### src/rtl/isa_pkg.sv
// Definitions shared by the isa_* instruction executors.
package isa_pkg;
  localparam int         ISA_ADDR_W = 64;
  localparam int         ISA_WORD_W = 32;
  localparam logic [3:0] ISA_SP_REG = 4'd14;

  // RAM handshake phase, common to every executor that touches RAM.
  typedef enum logic {
    PH_BEGIN = 1'b0,
    PH_END   = 1'b1
  } ram_ph_e;

  typedef enum logic [2:0] {
    S_READ_SP,
    S_LATCH_SP,
    S_HI_BEGIN,
    S_HI_END,
    S_LO_BEGIN,
    S_LO_END,
    S_WRITE_SP,
    S_DONE
  } ret_st_e;
endpackage

### src/rtl/isa_ram_rd_txn.sv
// One RAM read: wait for the bus to be idle, then hold the request until done.
module isa_ram_rd_txn
  import isa_pkg::*;
#(
  parameter int ADDR_W = ISA_ADDR_W,
  parameter int WORD_W = ISA_WORD_W
) (
  input  logic              clk,
  input  logic              rst,
  input  logic              enabled,
  input  logic              start,
  input  logic [ADDR_W-1:0] addr,
  input  logic              ram_txe,
  input  logic [WORD_W-1:0] ram_rd,
  output logic              ram_txs,
  output logic [ADDR_W-1:0] ram_addr,
  output logic [WORD_W-1:0] data,
  output logic              done
);
  ram_ph_e ph;

  // Read data is only meaningful in the cycle done is high.
  assign done = (ph == PH_END) && ram_txe;
  assign data = ram_rd;

  always_ff @(posedge clk) begin
    if (rst) begin
      ph       <= PH_BEGIN;
      ram_txs  <= 1'b0;
      ram_addr <= '0;
    end else if (!enabled) begin
      ph      <= PH_BEGIN;
      ram_txs <= 1'b0;
    end else begin
      case (ph)
        PH_BEGIN: if (start && !ram_txe) begin
          ram_txs  <= 1'b1;
          ram_addr <= addr;
          ph       <= PH_END;
        end
        PH_END: if (ram_txe) begin
          ram_txs <= 1'b0;
          ph      <= PH_BEGIN;
        end
      endcase
    end
  end
endmodule

### src/rtl/isa_ret.sv
// RET executor: pops the 64-bit return address (hi word at SP+1, lo at SP+2) into IP, SP += 2.
module isa_ret
  import isa_pkg::*;
#(
  parameter logic [3:0] SP_REG = ISA_SP_REG,
  parameter int         ADDR_W = ISA_ADDR_W,
  parameter int         WORD_W = ISA_WORD_W   // ADDR_W must be 2*WORD_W
) (
  input  logic              clk,
  input  logic              rst,
  input  logic              enabled,
  input  logic              ram_txe,
  input  logic [WORD_W-1:0] ram_rd,
  input  logic [ADDR_W-1:0] reg_out,
  output logic              ip_set,
  output logic [ADDR_W-1:0] ip_wd,
  output logic              ram_txs,
  output logic              ram_we,
  output logic [ADDR_W-1:0] ram_addr,
  output logic [3:0]        reg_id,
  output logic [ADDR_W-1:0] reg_wd,
  output logic              reg_re,
  output logic              reg_we,
  output logic              finished
);
  ret_st_e           state;
  logic [ADDR_W-1:0] sp_q;
  logic [WORD_W-1:0] hi_q;
  logic [WORD_W-1:0] rd_data;
  logic [ADDR_W-1:0] rd_addr;
  logic              rd_start;
  logic              rd_done;

  assign ram_we   = 1'b0;
  assign reg_wd   = sp_q + ADDR_W'(2);
  assign rd_start = (state == S_HI_BEGIN) || (state == S_LO_BEGIN);
  assign rd_addr  = sp_q + ((state == S_HI_BEGIN) ? ADDR_W'(1) : ADDR_W'(2));

  isa_ram_rd_txn #(.ADDR_W(ADDR_W), .WORD_W(WORD_W)) u_rd (
    .clk      (clk),
    .rst      (rst),
    .enabled  (enabled),
    .start    (rd_start),
    .addr     (rd_addr),
    .ram_txe  (ram_txe),
    .ram_rd   (ram_rd),
    .ram_txs  (ram_txs),
    .ram_addr (ram_addr),
    .data     (rd_data),
    .done     (rd_done)
  );

  always_ff @(posedge clk) begin
    if (rst) begin
      state    <= S_READ_SP;
      sp_q     <= '0;
      hi_q     <= '0;
      ip_wd    <= '0;
      reg_id   <= '0;
      ip_set   <= 1'b0;
      reg_re   <= 1'b0;
      reg_we   <= 1'b0;
      finished <= 1'b0;
    end else if (!enabled) begin
      // Abort: strobes drop, data outputs keep their last value.
      state    <= S_READ_SP;
      ip_set   <= 1'b0;
      reg_re   <= 1'b0;
      reg_we   <= 1'b0;
      finished <= 1'b0;
    end else begin
      ip_set <= 1'b0;
      reg_re <= 1'b0;
      reg_we <= 1'b0;
      case (state)
        S_READ_SP: begin
          reg_id <= SP_REG;
          reg_re <= 1'b1;
          state  <= S_LATCH_SP;
        end
        S_LATCH_SP: begin
          sp_q  <= reg_out;
          state <= S_HI_BEGIN;
        end
        S_HI_BEGIN: if (!ram_txe) state <= S_HI_END;
        S_HI_END: if (rd_done) begin
          hi_q  <= rd_data;
          state <= S_LO_BEGIN;
        end
        S_LO_BEGIN: if (!ram_txe) state <= S_LO_END;
        S_LO_END: if (rd_done) begin
          ip_wd  <= {hi_q, rd_data};
          ip_set <= 1'b1;
          state  <= S_WRITE_SP;
        end
        S_WRITE_SP: begin
          reg_id <= SP_REG;
          reg_we <= 1'b1;
          state  <= S_DONE;
        end
        S_DONE: finished <= 1'b1;
      endcase
    end
  end
endmodule

### config.mk
export PLATFORM = sky130hd
export DESIGN_NAME = isa_ret
export DESIGN_NICKNAME = d
export VERILOG_FILES = /design/src/rtl/isa_pkg.sv /design/src/rtl/isa_ram_rd_txn.sv /design/src/rtl/isa_ret.sv
export SDC_FILE = /design/constraint.sdc
export NUM_CORES = 1
export LEC_CHECK = 0
export ABC_AREA = 1
export BUFFER_PORTS_ARGS = -buffer_cell sky130_fd_sc_hd__buf_2
export CAP_MARGIN = 20
export CORE_ASPECT_RATIO = 1.5
export CORE_MARGIN = 3
export CORE_UTILIZATION = 35
export DETAILED_ROUTE_END_ITERATION = 12
export PLACE_DENSITY = 0.59
export SLEW_MARGIN = 20
export SYNTH_ARGS = -nofsm -noshare
export SYNTH_HDL_FRONTEND = slang
export SYNTH_HIERARCHICAL = 1
export SYNTH_SLANG_ARGS = --single-unit
### constraint.sdc
create_clock -name clk -period 4 [get_ports clk]
set_clock_uncertainty 0.1 [all_clocks]
set_input_delay 0.8 -clock clk [delete_from_list [all_inputs] [get_ports clk]]
set_output_delay 0.8 -clock clk [all_outputs]
set_load 0.005 [all_outputs]
==> reports/summary.txt <==
outcome: finished, final reports clean
CTS tree: yes
CP Capture Type: primary output
die height: 234 um
predominant post-synthesis flop cell: dfxtp_1
Slew @ Worst Pin: 0.902 ns
# nets final: 2168
Max VDD drop: 0.305 mV
register bit total from synthesis: 234
fin crit share: 94.6%
RSZ-0062 raised after global routing: false
Detailed Route Iter0 Violations: 678
Hold Crit Class: register to register
Avg WL per Cell: 18.0 um
# rows: 83
postcts setup bufs: 0
clock root buffer: clkbuf_16
final non-filler cell area: 14500 um^2
Finished Layout Cells: 2513
initial core utilization: 35.5%
Setup TNS: 0 ns
GRT Util Overall: 23.5%
post-CTS sizing: 0
overall power: 5.10 mW
pin count of the biggest net entering global routing: 97
number of distinct library cells after synthesis: 34
synth warn: 6
most frequent cells in the layout: nor2_1 (485), buf_2 (299), nand2_1 (286), dfxtp_1 (234), inv_1 (178)
htree depth: 1
area of placed instances: 13700 um^2
Area Growth Syn to Fin: 19.0%
DRC violation count after routing: 0
layout cell share with drive strength beyond 1: 19.4%
Synth Instances: 1832
synthesized area per cell: 6.64 um^2
leading cell type in the layout, fill and taps excluded: nor2_1
DR pass1 iterations: 5
total CTS buffers: 24
static leakage: 6.49 nW
global-route wire length before repair: 66.8 mm
Core ar.: 34300 um^2
crit-path max FO: 8
via count: 12100
GR Overflow Total: 0
I/O pin count: 302
worst endpoint required time: 3.10 ns
final setup fails: 0
Antenna Nets Post-Route: 0
TritonCTS Sinks: 234
Post-synth EDFFs: 0
cts hold-fix bufs: 0
ys async rst share: 0%
maximum clock insertion buffer count: 3
critical path class: register to primary output
clock-pin slew on the worst setup and hold paths: 0.06 ns
placed cell count: 2464
Max Cap Viol: 0
die area: 37100 um^2
# port buffers: 299
Worst Path Arrival: 2.88 ns
Die Wd: 158 um
Final min period: 3.78 ns
Post-DP HPWL: 36.8 mm
RD Place Congestion: 0.968
Final Hold Fails: 0
clk_lat worst skew: 0.55 ns
sequential share of the synthesized area: 38.5%
Max-slew headroom: 39.9%
Startpoint Class: register
Total Wirelength: 45.3 mm
mapped cell area: 12200 um^2
pwr/cell area: 352 nW/um^2
initial antenna violation count: 14
achievable frequency: 0.264 GHz
vias in the first global route: 11500
DR vias/cell: 4.83
Slew Viols, Final: 0
final timing paths:
| check | startpoint | to | slack (ns) | cells past startpoint |
|---|---|---|---|---|
| setup / recovery | sp_q[2]$_SDFFE_PP0P_ | reg_wd[25] | 0.22 | 7 |
| hold / removal | hi_q[18]$_SDFFE_PP0P_ | hi_q[18]$_SDFFE_PP0P_ | 0.37 | 2 |
| hold reg to reg | hi_q[18]$_SDFFE_PP0P_ | hi_q[18]$_SDFFE_PP0P_ | 0.37 | 2 |
| setup reg to reg | state[1]$_SDFFE_PP0P_ | u_rd/ram_addr[39]$_SDFFE_PP0P_ | 1.12 | 15 |
cell usage after synthesis (all sizes together), types with 14 or more instances:
master / instances / area, um^2
dfxtp: 234 / 4680
xor2: 80 / 701
nand2: 296 / 1140
inv: 189 / 709
o21ai: 185 / 926
nor3: 17 / 95.1
nor2: 508 / 2020
xnor2: 14 / 123
buf: 74 / 566
nand4: 27 / 169
a21oi: 48 / 240
nand3: 109 / 551
clkbuf: 40 / 151
metrics by stage:
step / utilization, % / setup WS, ns / hold slack [ns]
after floorplan: - / 1.55 / 0.350
after global placement: 40.0 / 0.897 / 0.355
after detailed placement: 40.0 / 0.847 / 0.366
after CTS: 42.2 / 0.259 / 0.359
after global routing: 42.2 / 0.161 / 0.373
final: 42.3 / 0.216 / 0.374
flip-flops by register name (all words and copies together), names as in the netlist:
register and count:
ip_wd 64, sp_q 64, u_rd/ram_addr 64, hi_q 32, state 3, finished 1, ip_set 1, reg_id 1
reg_re 1, reg_we 1, u_rd/ph 1, u_rd/ram_txs 1
routing by layer:
layer	GRT usage [%]	vias up	wire, um
li1	-	6155	-
met1	26.6	5496	17400
met2	42.6	392	22900
met3	4.67	84	3010
met4	9.95	14	2010
met5	0	-	66
report_power, final:
| part | switching [mW] | total, mW | internal (mW) |
|---|---|---|---|
| clock | 0.956 | 2.21 | 1.25 |
| combinational | 0.279 | 0.445 | 0.166 |
| sequential | 0.0645 | 2.44 | 2.38 |
cell type report:
| cell class | count | area (um^2) |
|---|---|---|
| Fill cell | 3749 | 19800 |
| Sequential cell | 234 | 4680 |
| Timing Repair Buffer | 320 | 1700 |
| Tap cell | 425 | 532 |
| Inverter | 189 | 711 |
| Clock inverter | 5 | 31.3 |
| Antenna cell | 7 | 17.5 |
| Multi-Input combinational cell | 1296 | 6070 |
| Clock buffer | 37 | 731 |
logic make-up (layout without fill, tap and decap cells):
group / after synthesis / in the layout / share of synthesized area, %
simple gates: 960 / 960 / 32.8
compound gates: 237 / 237 / 9.83
fa+ha+maj: 3 / 3 / 0.370
xor+xnor: 94 / 94 / 6.76
flops: 234 / 234 / 38.5
buf+inv: 303 / 551 / 11.7
other cells: 1 / 9 / 0.0308
critical path, stage by stage, from the launching register on:
cell	delay (ns)
dfxtp_1	0.50
ha_1	0.35
inv_1	0.12
nor2_1	0.29
nand2_1	0.18
nor2_1	0.50
xor2_1	0.25
buf_2	0.16
Note: power is estimated with default switching activity, not from simulation.
